$ cat src/rtl/pusch_crc_attach.sv
// rtl/pusch_crc_attach.sv - PUSCH TB byte serialiser with CRC-16 parity append
// Optional build macro: PUSCH_CRC_ATTACH_STATS_EN adds tb_count/err_count outputs.
module pusch_crc_attach #(
   parameter int LEN_W       = 12,
   parameter int CRC_TIMEOUT = 32
) (
   input  logic             CLK,
   input  logic             RST,
   input  logic             start,
   input  logic [LEN_W-1:0] tb_len,
   input  logic [7:0]       in_data,
   input  logic             in_valid,
   output logic             in_ready,
   output logic             crc_data,
   output logic             crc_active,
   input  logic [15:0]      crc_word,
   input  logic             crc_valid,
   output logic             out_bit,
   output logic             out_valid,
   output logic             out_last,
   output logic             busy,
   output logic             err
`ifdef PUSCH_CRC_ATTACH_STATS_EN
   ,
   output logic [15:0]      tb_count,
   output logic [15:0]      err_count
`endif
);
   localparam int TMO_W = $clog2(CRC_TIMEOUT + 1);

   typedef enum logic [2:0] {
      S_IDLE, S_LOAD, S_PAYLOAD, S_WAIT_CRC, S_APPEND, S_DRAIN
   } state_t;

   state_t           r_state, w_state_nxt;
   logic [LEN_W-1:0] r_byte_cnt, w_byte_cnt_nxt;
   logic [7:0]       r_sr, w_sr_nxt;
   logic [2:0]       r_bit_cnt, w_bit_cnt_nxt;
   logic [15:0]      r_par, w_par_nxt;
   logic [3:0]       r_k, w_k_nxt;
   logic [TMO_W-1:0] r_tmo, w_tmo_nxt;
   logic             r_crc_data, w_crc_data_nxt;
   logic             r_crc_active, w_crc_active_nxt;
   logic             r_out_bit, w_out_bit_nxt;
   logic             r_out_valid, w_out_valid_nxt;
   logic             r_out_last, w_out_last_nxt;
   logic             r_err, w_err_nxt;

   logic             w_final;
   logic             w_hs;
   logic             w_tmo_hit;
   logic [3:0]       w_kp1;

   assign w_final   = (r_byte_cnt == LEN_W'(1));
   assign w_tmo_hit = (r_tmo == TMO_W'(CRC_TIMEOUT - 1));
   assign w_kp1     = r_k + 4'd1;
   assign in_ready  = (r_state == S_LOAD) ||
                      ((r_state == S_PAYLOAD) && (r_bit_cnt == 3'd7) && !w_final);
   assign w_hs      = in_valid && in_ready;
   assign busy      = (r_state != S_IDLE);

   assign crc_data   = r_crc_data;
   assign crc_active = r_crc_active;
   assign out_bit    = r_out_bit;
   assign out_valid  = r_out_valid;
   assign out_last   = r_out_last;
   assign err        = r_err;

   // State and datapath registers; a loaded byte's MSB goes out on the handshake edge
   always_ff @(posedge CLK or negedge RST) begin
      if (!RST) begin
         r_state      <= S_IDLE;
         r_byte_cnt   <= '0;
         r_sr         <= '0;
         r_bit_cnt    <= '0;
         r_par        <= '0;
         r_k          <= '0;
         r_tmo        <= '0;
         r_crc_data   <= 1'b0;
         r_crc_active <= 1'b0;
         r_out_bit    <= 1'b0;
         r_out_valid  <= 1'b0;
         r_out_last   <= 1'b0;
         r_err        <= 1'b0;
      end else begin
         r_state      <= w_state_nxt;
         r_byte_cnt   <= w_byte_cnt_nxt;
         r_sr         <= w_sr_nxt;
         r_bit_cnt    <= w_bit_cnt_nxt;
         r_par        <= w_par_nxt;
         r_k          <= w_k_nxt;
         r_tmo        <= w_tmo_nxt;
         r_crc_data   <= w_crc_data_nxt;
         r_crc_active <= w_crc_active_nxt;
         r_out_bit    <= w_out_bit_nxt;
         r_out_valid  <= w_out_valid_nxt;
         r_out_last   <= w_out_last_nxt;
         r_err        <= w_err_nxt;
      end
   end

   // Next-state and next-output logic; outputs default to idle-low every cycle
   always_comb begin
      w_state_nxt      = r_state;
      w_byte_cnt_nxt   = r_byte_cnt;
      w_sr_nxt         = r_sr;
      w_bit_cnt_nxt    = r_bit_cnt;
      w_par_nxt        = r_par;
      w_k_nxt          = r_k;
      w_tmo_nxt        = r_tmo;
      w_crc_data_nxt   = 1'b0;
      w_crc_active_nxt = 1'b0;
      w_out_bit_nxt    = 1'b0;
      w_out_valid_nxt  = 1'b0;
      w_out_last_nxt   = 1'b0;
      w_err_nxt        = 1'b0;
      case (r_state)
         S_IDLE: begin
            if (start && (tb_len != '0)) begin
               w_byte_cnt_nxt = tb_len;
               w_state_nxt    = S_LOAD;
            end
         end
         S_LOAD: begin
            if (w_hs) begin
               w_out_bit_nxt    = in_data[7];
               w_crc_data_nxt   = in_data[7];
               w_out_valid_nxt  = 1'b1;
               w_crc_active_nxt = 1'b1;
               w_sr_nxt         = {in_data[6:0], 1'b0};
               w_bit_cnt_nxt    = 3'd0;
               w_state_nxt      = S_PAYLOAD;
            end
         end
         S_PAYLOAD: begin
            // r_bit_cnt is the index of the bit currently on the outputs
            if (r_bit_cnt != 3'd7) begin
               w_out_bit_nxt    = r_sr[7];
               w_crc_data_nxt   = r_sr[7];
               w_out_valid_nxt  = 1'b1;
               w_crc_active_nxt = 1'b1;
               w_sr_nxt         = {r_sr[6:0], 1'b0};
               w_bit_cnt_nxt    = r_bit_cnt + 3'd1;
            end else if (w_final) begin
               w_tmo_nxt   = '0;
               w_state_nxt = S_WAIT_CRC;
            end else if (w_hs) begin
               w_out_bit_nxt    = in_data[7];
               w_crc_data_nxt   = in_data[7];
               w_out_valid_nxt  = 1'b1;
               w_crc_active_nxt = 1'b1;
               w_sr_nxt         = {in_data[6:0], 1'b0};
               w_bit_cnt_nxt    = 3'd0;
               w_byte_cnt_nxt   = r_byte_cnt - LEN_W'(1);
            end else begin
               w_err_nxt   = 1'b1;
               w_tmo_nxt   = '0;
               w_state_nxt = S_DRAIN;
            end
         end
         S_WAIT_CRC: begin
            if (crc_valid) begin
               w_par_nxt       = crc_word;
               w_out_bit_nxt   = crc_word[0];
               w_out_valid_nxt = 1'b1;
               w_k_nxt         = 4'd0;
               w_state_nxt     = S_APPEND;
            end else if (w_tmo_hit) begin
               w_err_nxt   = 1'b1;
               w_state_nxt = S_IDLE;
            end else begin
               w_tmo_nxt = r_tmo + TMO_W'(1);
            end
         end
         S_APPEND: begin
            // r_k is the parity index currently on the outputs
            if (r_k == 4'd15) begin
               w_state_nxt = S_IDLE;
            end else begin
               w_out_bit_nxt   = r_par[w_kp1];
               w_out_valid_nxt = 1'b1;
               w_out_last_nxt  = (r_k == 4'd14);
               w_k_nxt         = w_kp1;
            end
         end
         S_DRAIN: begin
            if (crc_valid || w_tmo_hit) begin
               w_state_nxt = S_IDLE;
            end else begin
               w_tmo_nxt = r_tmo + TMO_W'(1);
            end
         end
         default: begin
            w_state_nxt = S_IDLE;
         end
      endcase
   end

`ifdef PUSCH_CRC_ATTACH_STATS_EN
   logic [15:0] r_tb_count;
   logic [15:0] r_err_count;

   // Completed-TB and error-pulse counters, wrapping at 16 bits
   always_ff @(posedge CLK or negedge RST) begin
      if (!RST) begin
         r_tb_count  <= '0;
         r_err_count <= '0;
      end else begin
         if (r_out_last) r_tb_count  <= r_tb_count + 16'd1;
         if (r_err)      r_err_count <= r_err_count + 16'd1;
      end
   end

   assign tb_count  = r_tb_count;
   assign err_count = r_err_count;
`endif

endmodule

$ cat config.mk
export PLATFORM = sky130hd
export DESIGN_NAME = pusch_crc_attach
export DESIGN_NICKNAME = d
export VERILOG_FILES = /design/src/rtl/pusch_crc_attach.sv
export SDC_FILE = /design/constraint.sdc
export NUM_CORES = 1
export LEC_CHECK = 0
export CAP_MARGIN = 40
export CORE_MARGIN = 2
export CORE_UTILIZATION = 45
export CTS_BUF_LIST = sky130_fd_sc_hd__clkbuf_4 sky130_fd_sc_hd__clkbuf_8 sky130_fd_sc_hd__clkbuf_16
export DETAILED_ROUTE_END_ITERATION = 16
export PLACE_DENSITY = 0.71
export SKIP_CTS_REPAIR_TIMING = 1
export SYNTH_ARGS = -nofsm -noshare
export SYNTH_HDL_FRONTEND = slang
export SYNTH_SLANG_ARGS = --single-unit
$ cat constraint.sdc
create_clock -name CLK -period 4.12 [get_ports CLK]
set_input_delay 0.824 -clock CLK [delete_from_list [all_inputs] [get_ports CLK]]
set_output_delay 0.824 -clock CLK [all_outputs]
set_load 0.01 [all_outputs]
== After elaboration in Yosys (flattened, before gate mapping) ==
Index checks and enable logic that the tools add are counted.

* Equal/unequal tests: 26
* Muxes and demuxes: 57
* Order comparisons: 1
* Reductions and logical operators: 20
* Add/subtract/negate cells: 4

{| class="wikitable"
|+ Operators with widths
! kind !! count
|-
| two-way mux 12 bit || 4
|-
| two-way mux 3 bit || 12
|-
| two-way mux 6 bit || 6
|-
| two-way mux 8 bit || 3
|-
| != test 2 bit, second input constant || 12
|-
| case mux 12 bit (2 select lines) || 1
|-
| two-way mux 1 bit || 18
|-
| case mux 3 bit (6 select lines) || 1
|-
| case mux 6 bit (3 select lines) || 1
|-
| case mux 8 bit (2 select lines) || 1
|-
| == test 12 x 1 -> 1 bit, second input constant || 1
|-
| nonzero test 12 bit || 1
|-
| subtractor 12 x 1 -> 12 bit, second input constant || 1
|-
| == test 3 bit, second input constant || 3
|-
| != test 3 bit, second input constant || 3
|-
| == test 4 bit, second input constant || 2
|-
| two-way mux 4 bit || 2
|-
| case mux 1 bit (4 select lines) || 2
|-
| case mux 4 bit (2 select lines) || 1
|-
| AND reduction 7 bit || 1
|-
| adder 6 x 1 -> 6 bit, second input constant || 1
|-
| == test 3 x 2 -> 1 bit, second input constant || 2
|-
| == test 6 x 5 -> 1 bit, second input constant || 1
|-
| case mux 1 bit (2 select lines) || 3
|-
| other kinds (17) || 25
|}

* Bits in registers: 58

== Logic depth before layout (Yosys ltp) ==
Gate-level depths: netlist of run 1.

* Depth after elaboration: 9
* Gate-level depth with buffers: 9
* Mapped depth without buffers: 7

== Worst setup path before layout of run 1 ==
OpenSTA, ideal clock, no wires.

* Kind: register to output
* From: register r_byte_cnt[7]
* To: output port in_ready
* Stages on the path, launching flop included: 6
* Path slack: 1551 ps
* Data arrival time: 1745 ps
* Cells stage by stage: dfrtp_1 > or4_1 > buf_2 > or4_4 > nand3_1 > nand2_1

* Word-level cells in the longest chain between the ends: 4

{| class="wikitable"
|+ Ends and longest elaborated chain
! item !! RTL line !! text
|-
| from (decl) || 36 || <nowiki>logic [LEN_W-1:0] r_byte_cnt, w_byte_cnt_nxt;</nowiki>
|-
| from (signal assigned) || 87 || <nowiki>r_byte_cnt <= w_byte_cnt_nxt;</nowiki>
|-
| == test 12 x 1 -> 1 bit || 54 || <nowiki>assign w_final = (r_byte_cnt == LEN_W'(1));</nowiki>
|-
| logical NOT 1 bit || 58 || <nowiki>((r_state == S_PAYLOAD) && (r_bit_cnt == 3'd7) && !w_final);</nowiki>
|-
| logical AND 1 bit || 58 ||
|-
| logical OR 1 bit || 57 || <nowiki>assign in_ready = (r_state == S_LOAD) ||</nowiki>
|-
| to (decl) || 13 || <nowiki>output logic in_ready,</nowiki>
|}

No other way between the ends.

== Worst setup path in the final report of run 1 ==
Ends and elaborated chain as after synthesis.

==> insert_results.sql, run 1 <==
INSERT INTO impl_metrics (metric_group, metric, value, unit) VALUES
('timing', 'worst_slew_pin_slew', '826.0', 'ps'),
('routing', 'drt-total-wl', '6.824', 'mm'),
('worst_setup_path', 'timing.critical_path.from_type', 'flip-flop', ''),
('logic_synthesis', 'number_of_enable_flip_flop_cells_after_synthesis', '0', ''),
('final_layout', 'layout-drive-gt1-share', '14.99', '%'),
('logic_synthesis', 'post_synth_fa_ha_maj_area_fraction', '2.818', '%'),
('routing', 'met2RoutedLength', '3.222', 'mm'),
('logic_synthesis', 'dominant_combinational_cell_family_by_area_after_synthesis', 'simple AND/OR/NAND/NOR gates', ''),
('final_layout', 'combined_flip_flop_and_latch_cell_area', '0.001451', 'mm2'),
('logic_synthesis', 'synth-xor-area-share', '1.127', '%'),
('placement', 'detailed_place.area', '0.003640', 'mm2'),
('routing', 'drt_drc_violations_left', '0', ''),
('power_and_ir_drop', 'irDropWorstVdd', '0.2923', 'mV'),
('final_layout', 'antenna-diode-count', '0', ''),
('timing', 'setup_viol_count_final', '0', ''),
('logic_synthesis', 'postSynthAreaPerCell', '9.804', 'um2'),
('timing', 'finalWorstPathRequiredPeriod', '3500', 'ps'),
('final_layout', 'multi_input_comb_area', '0.001556', 'mm2'),
('timing', 'timing.final.ws_setup', '619.9', 'ps'),
('logic_synthesis', 'async_reset_ff_share', '100.0', '%'),
('worst_setup_path', 'critical_path_required', '3300', 'ps'),
('timing', 'max_freq', '285.7', 'MHz'),
('floorplanning', 'start_util', '46.00', '%'),
('power_and_ir_drop', 'total_power', '2.675', 'mW'),
('timing', 'maxSlewHeadroom', '44.81', '%'),
('routing', 'top_signal_layer_used', 'met4', ''),
('timing', 'post_route_clock_skew', '7.120', 'ps'),
('logic_synthesis', 'number_of_distinct_library_cell_variants_in_the_gate_level_netlist_after_synthesis', '50', ''),
('global_route', 'grt_pass1_vias', '2439', ''),
('routing', 'dr_wl_met3', '370', 'um'),
('worst_setup_path', 'worst_setup_path_end_kind', 'output port', ''),
('timing', 'fin_crit_sh', '84.95', '%'),
('floorplanning', 'placement_rows', '30', ''),
('worst_setup_path', 'cp_data_arrival_time', '2680', 'ps'),
('routing', 'first_iter_violations', '189', ''),
('cts', 'clkLatencyLatePin', '340', 'ps'),
('logic_synthesis', 'synth.mux.area_fraction', '11.67', '%'),
('placement', 'numPortBuffers', '48', ''),
('cts', 'clk_transition_reported_paths', '70', 'ps'),
('logic_synthesis', 'synth.yosys.seq_area_share', '46.70', '%'),
('global_route', 'grt_util_all_layers', '19.57', '%'),
('cts', 'numClockSinks', '58', ''),
('min_path', 'hold_class', 'primary input to async pin', ''),
('timing', 'rsz_0062_raised_after_global_routing', 'false', ''),
('floorplanning', 'dieHeight', '87.11', 'um'),
('worst_setup_path', 'critPathMaxFanout', '6', ''),
('floorplanning', 'die_area', '0.007587', 'mm2'),
('cts', 'tritoncts.num_buffers', '9', ''),
('final_layout', 'fillerInstances', '591', ''),
('power_and_ir_drop', 'pwr_density_cell', '692.7', 'mW/mm2'),
('timing', 'final.setup.tns', '0', 'ps'),
('routing', 'routedLengthMet1', '3.158', 'mm'),
('final_layout', 'mostFrequentLayoutCells', '58 x dfrtp_1, 47 x clkdlybuf4s50_1, 37 x nand2_1', ''),
('cts', 'maximum_level_of_the_cts_h_tree', '3', ''),
('cts', 'clk_path_buf_depth', '2', ''),
('run_status', 'status', 'finished clean', ''),
('routing', 'drt.antenna.violating_nets', '0', ''),
('logic_synthesis', 'yosys.area_share.simple', '20.49', '%'),
('global_route', 'grt_start_max_net_pins', '36', ''),
('floorplanning', 'die_width', '87.11', 'um'),
('global_route', 'global_route.overflow_total', '0', ''),
('placement', 'routabilityCongestion', '0.8608', ''),
('logic_synthesis', 'synth-compound-area-share', '13.81', '%'),
('logic_synthesis', 'postSynthNetCount', '365', ''),
('routing', 'detail_route.first_pass.iterations', '4', ''),
('floorplanning', 'design.core.area', '0.006756', 'mm2'),
('routing', 'post_drt_wl_per_cell', '15.27', 'um'),
('logic_synthesis', 'synthCells', '317', ''),
('timing', 'final-hold-violation-count', '0', ''),
('routing', 'viasPerCell', '5.727', ''),
('cts', 'tritoncts', 'built', '');
cells in the mapped netlist, drive strengths merged, types with 2 or more instances:
cell type / n / share of area [%]
dfrtp: 58 / 47
nand2: 37 / 4.5
a21oi: 27 / 4.3
nor2: 21 / 2.5
o21ai: 21 / 3.4
mux2: 20 / 7.5
nand3: 19 / 3.1
clkbuf: 14 / 1.7
a31oi: 11 / 2.2
ha: 7 / 2.8
inv: 7 / 0.85
nand2b: 7 / 1.4
nor4: 7 / 2.1
nor3b: 5 / 1.2
or4: 5 / 1.3
buf: 4 / 0.85
mux2i: 4 / 1.3
mux4: 4 / 2.9
nor3: 3 / 0.48
o22ai: 3 / 0.60
or3: 3 / 0.60
xor2: 3 / 0.85
a21o: 2 / 0.48
and2: 2 / 0.48
and3: 2 / 0.40
nand4: 2 / 0.40
or2: 2 / 0.40
or3b: 2 / 0.56
worst max-delay path, stage by stage (launching register included):
cell	delay, ps
dfrtp_1	390
or4_1	680
or4_4	590
nand3_1	120
nand2_1	80
clkdlybuf4s50_1	470
sequential cells by signal (all words and copies together), names as in the netlist, 3 cells and up:
| name | count |
|---|---|
| r_k | 4 |
| r_tmo | 6 |
| r_par | 16 |
| r_byte_cnt | 12 |
| r_state | 3 |
| r_sr | 8 |
| r_bit_cnt | 3 |
stage by stage:
| step | util (%) | instances | hold WS, ps |
|---|---|---|---|
| floorplan | - | 317 | 441.8 |
| global placement | 53.87 | 431 | 469.6 |
| detailed placement | 53.87 | 431 | 484.3 |
| CTS | 57.17 | 447 | 474.1 |
| global route | 57.17 | 447 | 490.8 |
| finish | 57.17 | 447 | 461.5 |
routing by layer:
layer / GRT usage (%) / up-vias
met3: 5.687 / 7
met5: 0 / -
li1: - / 1244
met2: 30.12 / 60
met1: 26.84 / 1249
met4: 6.154 / 0
power by group:
part / leakage (nW) / switching [mW] / internal [mW] / total (mW)
combinational: 0.827 / 0.494 / 0.521 / 1.01
sequential: 0.713 / 0.239 / 0.823 / 1.06
clock: 0.113 / 0.237 / 0.362 / 0.599
total: 1.65 / 0.970 / 1.71 / 2.68
final cells by class:
type                    instances  share of cell area, %
multi-input cells             234                  40.30
well taps                      80                  2.592
clock inverters                 5                  2.008
clock buffers                  11                  3.758
flip-flops and latches         58                  37.58
inverters                       7                 0.6803
repair buffers                 52                  13.09
worst paths after layout:
path | start | to | slack [ps] | cells after the start
worst max-delay path | r_byte_cnt[7] | in_ready | 620 | 5
worst max register to register | r_byte_cnt[7] | r_byte_cnt[1] | 1350 | 5
worst min-delay path | RST | r_byte_cnt[4] | 460 | 1
min in group CLK | r_tmo[5] | r_tmo[5] | 500 | 1
max in group asynchronous | RST | r_par[11] | 2810 | 2
worst min register to register | r_tmo[5] | r_tmo[5] | 500 | 1
cells by family (layout without fill, tap and decap cells):
family	count (synthesis)	after routing
flip-flops	58	58
XOR/XNOR	4	4
adder cells (fa/ha/maj)	7	7
buffers and inverters	25	75
AO/OA/AOI/OAI	74	74
AND/OR/NAND/NOR	121	121
multiplexers	28	28
No activity file was read; power rests on OpenSTA's default activity.
==> inputs of run 2 (changes only) <==
Clock period 4.12 ns to 3.6 ns, I/O delays scaled along.
==> insert_results.sql, run 2 (synthesis gave the netlist of run 1 again) <==
INSERT INTO impl_metrics (metric_group, metric, value, unit) VALUES
('run_status', 'status', 'finished clean', ''),
('power_and_ir_drop', 'irDropWorstVdd', '0.3915', 'mV'),
('min_path', 'hold_class', 'primary input to async pin', ''),
('final_layout', 'reg_top3', 'r_par: 16 flops, r_byte_cnt: 12 flops, r_sr: 8 flops', ''),
('routing', 'drt-total-wl', '6.673', 'mm'),
('worst_setup_path', 'critical_path_required', '2880', 'ps'),
('final_layout', 'antenna-diode-count', '0', ''),
('timing', 'rsz_0062_raised_after_global_routing', 'false', ''),
('floorplanning', 'placement_rows', '30', ''),
('placement', 'routabilityCongestion', '0.8739', ''),
('final_layout', 'top_register', 'r_par', ''),
('global_route', 'global_route.overflow_total', '0', ''),
('timing', 'post_route_clock_skew', '6.662', 'ps'),
('timing', 'worst_hold_slack', '330.3', 'ps'),
('floorplanning', 'die_area', '0.007587', 'mm2'),
('floorplanning', 'start_util', '46.00', '%'),
('global_route', 'grt_pass1_vias', '2446', ''),
('final_layout', 'final_common_cell', 'dfrtp_1', ''),
('cts', 'clk_path_buf_depth', '2', ''),
('timing', 'max_freq', '294.5', 'MHz'),
('final_layout', 'fillerInstances', '590', ''),
('final_layout', 'layout-drive-gt1-share', '14.99', '%'),
('cts', 'tritoncts.num_buffers', '9', ''),
('job', 'drv.max_cap_violation_count', '0', ''),
('routing', 'vias', '2532', ''),
('worst_setup_path', 'worst_setup_path_end_kind', 'output port', ''),
('floorplanning', 'die_width', '87.11', 'um'),
('floorplanning', 'boundaryPins', '49', ''),
('worst_setup_path', 'startpoint', 'r_byte_cnt[7]', ''),
('routing', 'detail_route.first_pass.iterations', '4', ''),
('routing', 'viasPerCell', '5.664', ''),
('final_layout', 'area_delta_synth_final', '24.28', '%'),
('timing', 'final-hold-violation-count', '0', ''),
('timing', 'finalMaxSlewViolations', '0', ''),
('timing', 'fin_crit_sh', '94.33', '%'),
('cts', 'tritoncts', 'built', ''),
('timing', 'setup_viol_count_final', '0', ''),
('floorplanning', 'dieHeight', '87.11', 'um'),
('worst_setup_path', 'critPathMaxFanout', '6', ''),
('routing', 'post_drt_wl_per_cell', '14.93', 'um'),
('final_layout', 'mostFrequentLayoutCells', '58 x dfrtp_1, 47 x clkdlybuf4s50_1, 37 x nand2_1', ''),
('cts', 'cts.root.buffer_cell', 'clkbuf_8', ''),
('cts', 'clk_transition_reported_paths', '70', 'ps'),
('placement', 'numPortBuffers', '48', ''),
('routing', 'first_iter_violations', '192', ''),
('worst_setup_path', 'timing.critical_path.from_type', 'flip-flop', ''),
('final_layout', 'largest_reg_flops', '16', ''),
('global_route', 'grt_pass1_wl', '11.27', 'mm'),
('global_route', 'grt_util_all_layers', '19.08', '%'),
('timing', 'final.setup.tns', '0', 'ps'),
('placement', 'detailed_place_hpwl', '4.696', 'mm'),
('global_route', 'grt_antenna_before_repair', '0', ''),
('power_and_ir_drop', 'power_leakage', '1.652', 'nW'),
('timing', 'worst_slew_pin_slew', '819.7', 'ps'),
('floorplanning', 'design.core.area', '0.006756', 'mm2'),
('timing', 'maxSlewHeadroom', '45.23', '%'),
('worst_setup_path', 'cp_data_arrival_time', '2680', 'ps'),
('routing', 'drt_drc_violations_left', '0', ''),
('cts', 'maximum_level_of_the_cts_h_tree', '3', ''),
('final_layout', 'fin_nets', '410', ''),
('global_route', 'grt_start_max_net_pins', '40', ''),
('cts', 'clkLatencyLatePin', '330', 'ps'),
('worst_setup_path', 'path_class', 'flip-flop to output port', ''),
('routing', 'drt.antenna.violating_nets', '0', ''),
('worst_setup_path', 'regToRegStartpoint', 'r_byte_cnt[7]', ''),
('power_and_ir_drop', 'pwr_density_cell', '785.9', 'mW/mm2'),
('timing', 'finalWorstPathRequiredPeriod', '3396', 'ps'),
('cts', 'numClockSinks', '58', '');
[run 2: cell counts in the layout (fill, tap and decap cells not counted)]
Identical to the previous run, type by type.
[run 2: through the flow]
step                      setup slack [ps]  utilization [%]  power, mW  area [um2]  std cells
final                                204.1            57.17      3.036        3862        447
after detailed placement             568.0            53.87      2.382        3640        431
after global placement               583.5            53.87      2.335        3640        431
after floorplan                       1135                -      2.040        3108        317
after CTS                            188.0            57.17      3.063        3862        447
after global routing                 97.79            57.17      3.280        3862        447
[run 2: worst max-delay path: stages, from the launching register on]
cell	delay (ps)
dfrtp_1	400
or4_1	690
or4_4	590
nand3_1	120
nand2_1	70
clkdlybuf4s50_1	470
[run 2: cell type report]
class	count	area, um2	share of cell area, %
timing repair buffer	52	505.5	13.09
multi-input combinational	234	1556	40.30
tap	80	100.1	2.592
clock inverter	5	77.57	2.008
sequential	58	1451	37.58
clock buffer	11	145.1	3.758
inverter	7	26.28	0.6803
[run 2: final timing paths]
check,endpoint,cells after the start,slack [ps]
min in group CLK,r_tmo[5],1,490
max,in_ready,5,200
min,r_byte_cnt[5],1,330
min reg2reg,r_tmo[5],1,490
max reg2reg,r_byte_cnt[1],5,810
max in group asynchronous,r_bit_cnt[2],2,2390
[run 2: routing by layer]
layer | track usage [%] | vias up | part of all wire (%)
met1 | 25.75 | 1199 | 46
li1 | - | 1239 | -
met3 | 6.161 | 11 | 6.2
met2 | 30.19 | 83 | 47
met4 | 4.336 | 0 | 0.94
met5 | 0 | - | 0
[run 2: power breakdown]
part	switching, mW	internal [mW]
Sequential	0.266	0.942
Combinational	0.562	0.596
Clock	0.256	0.414
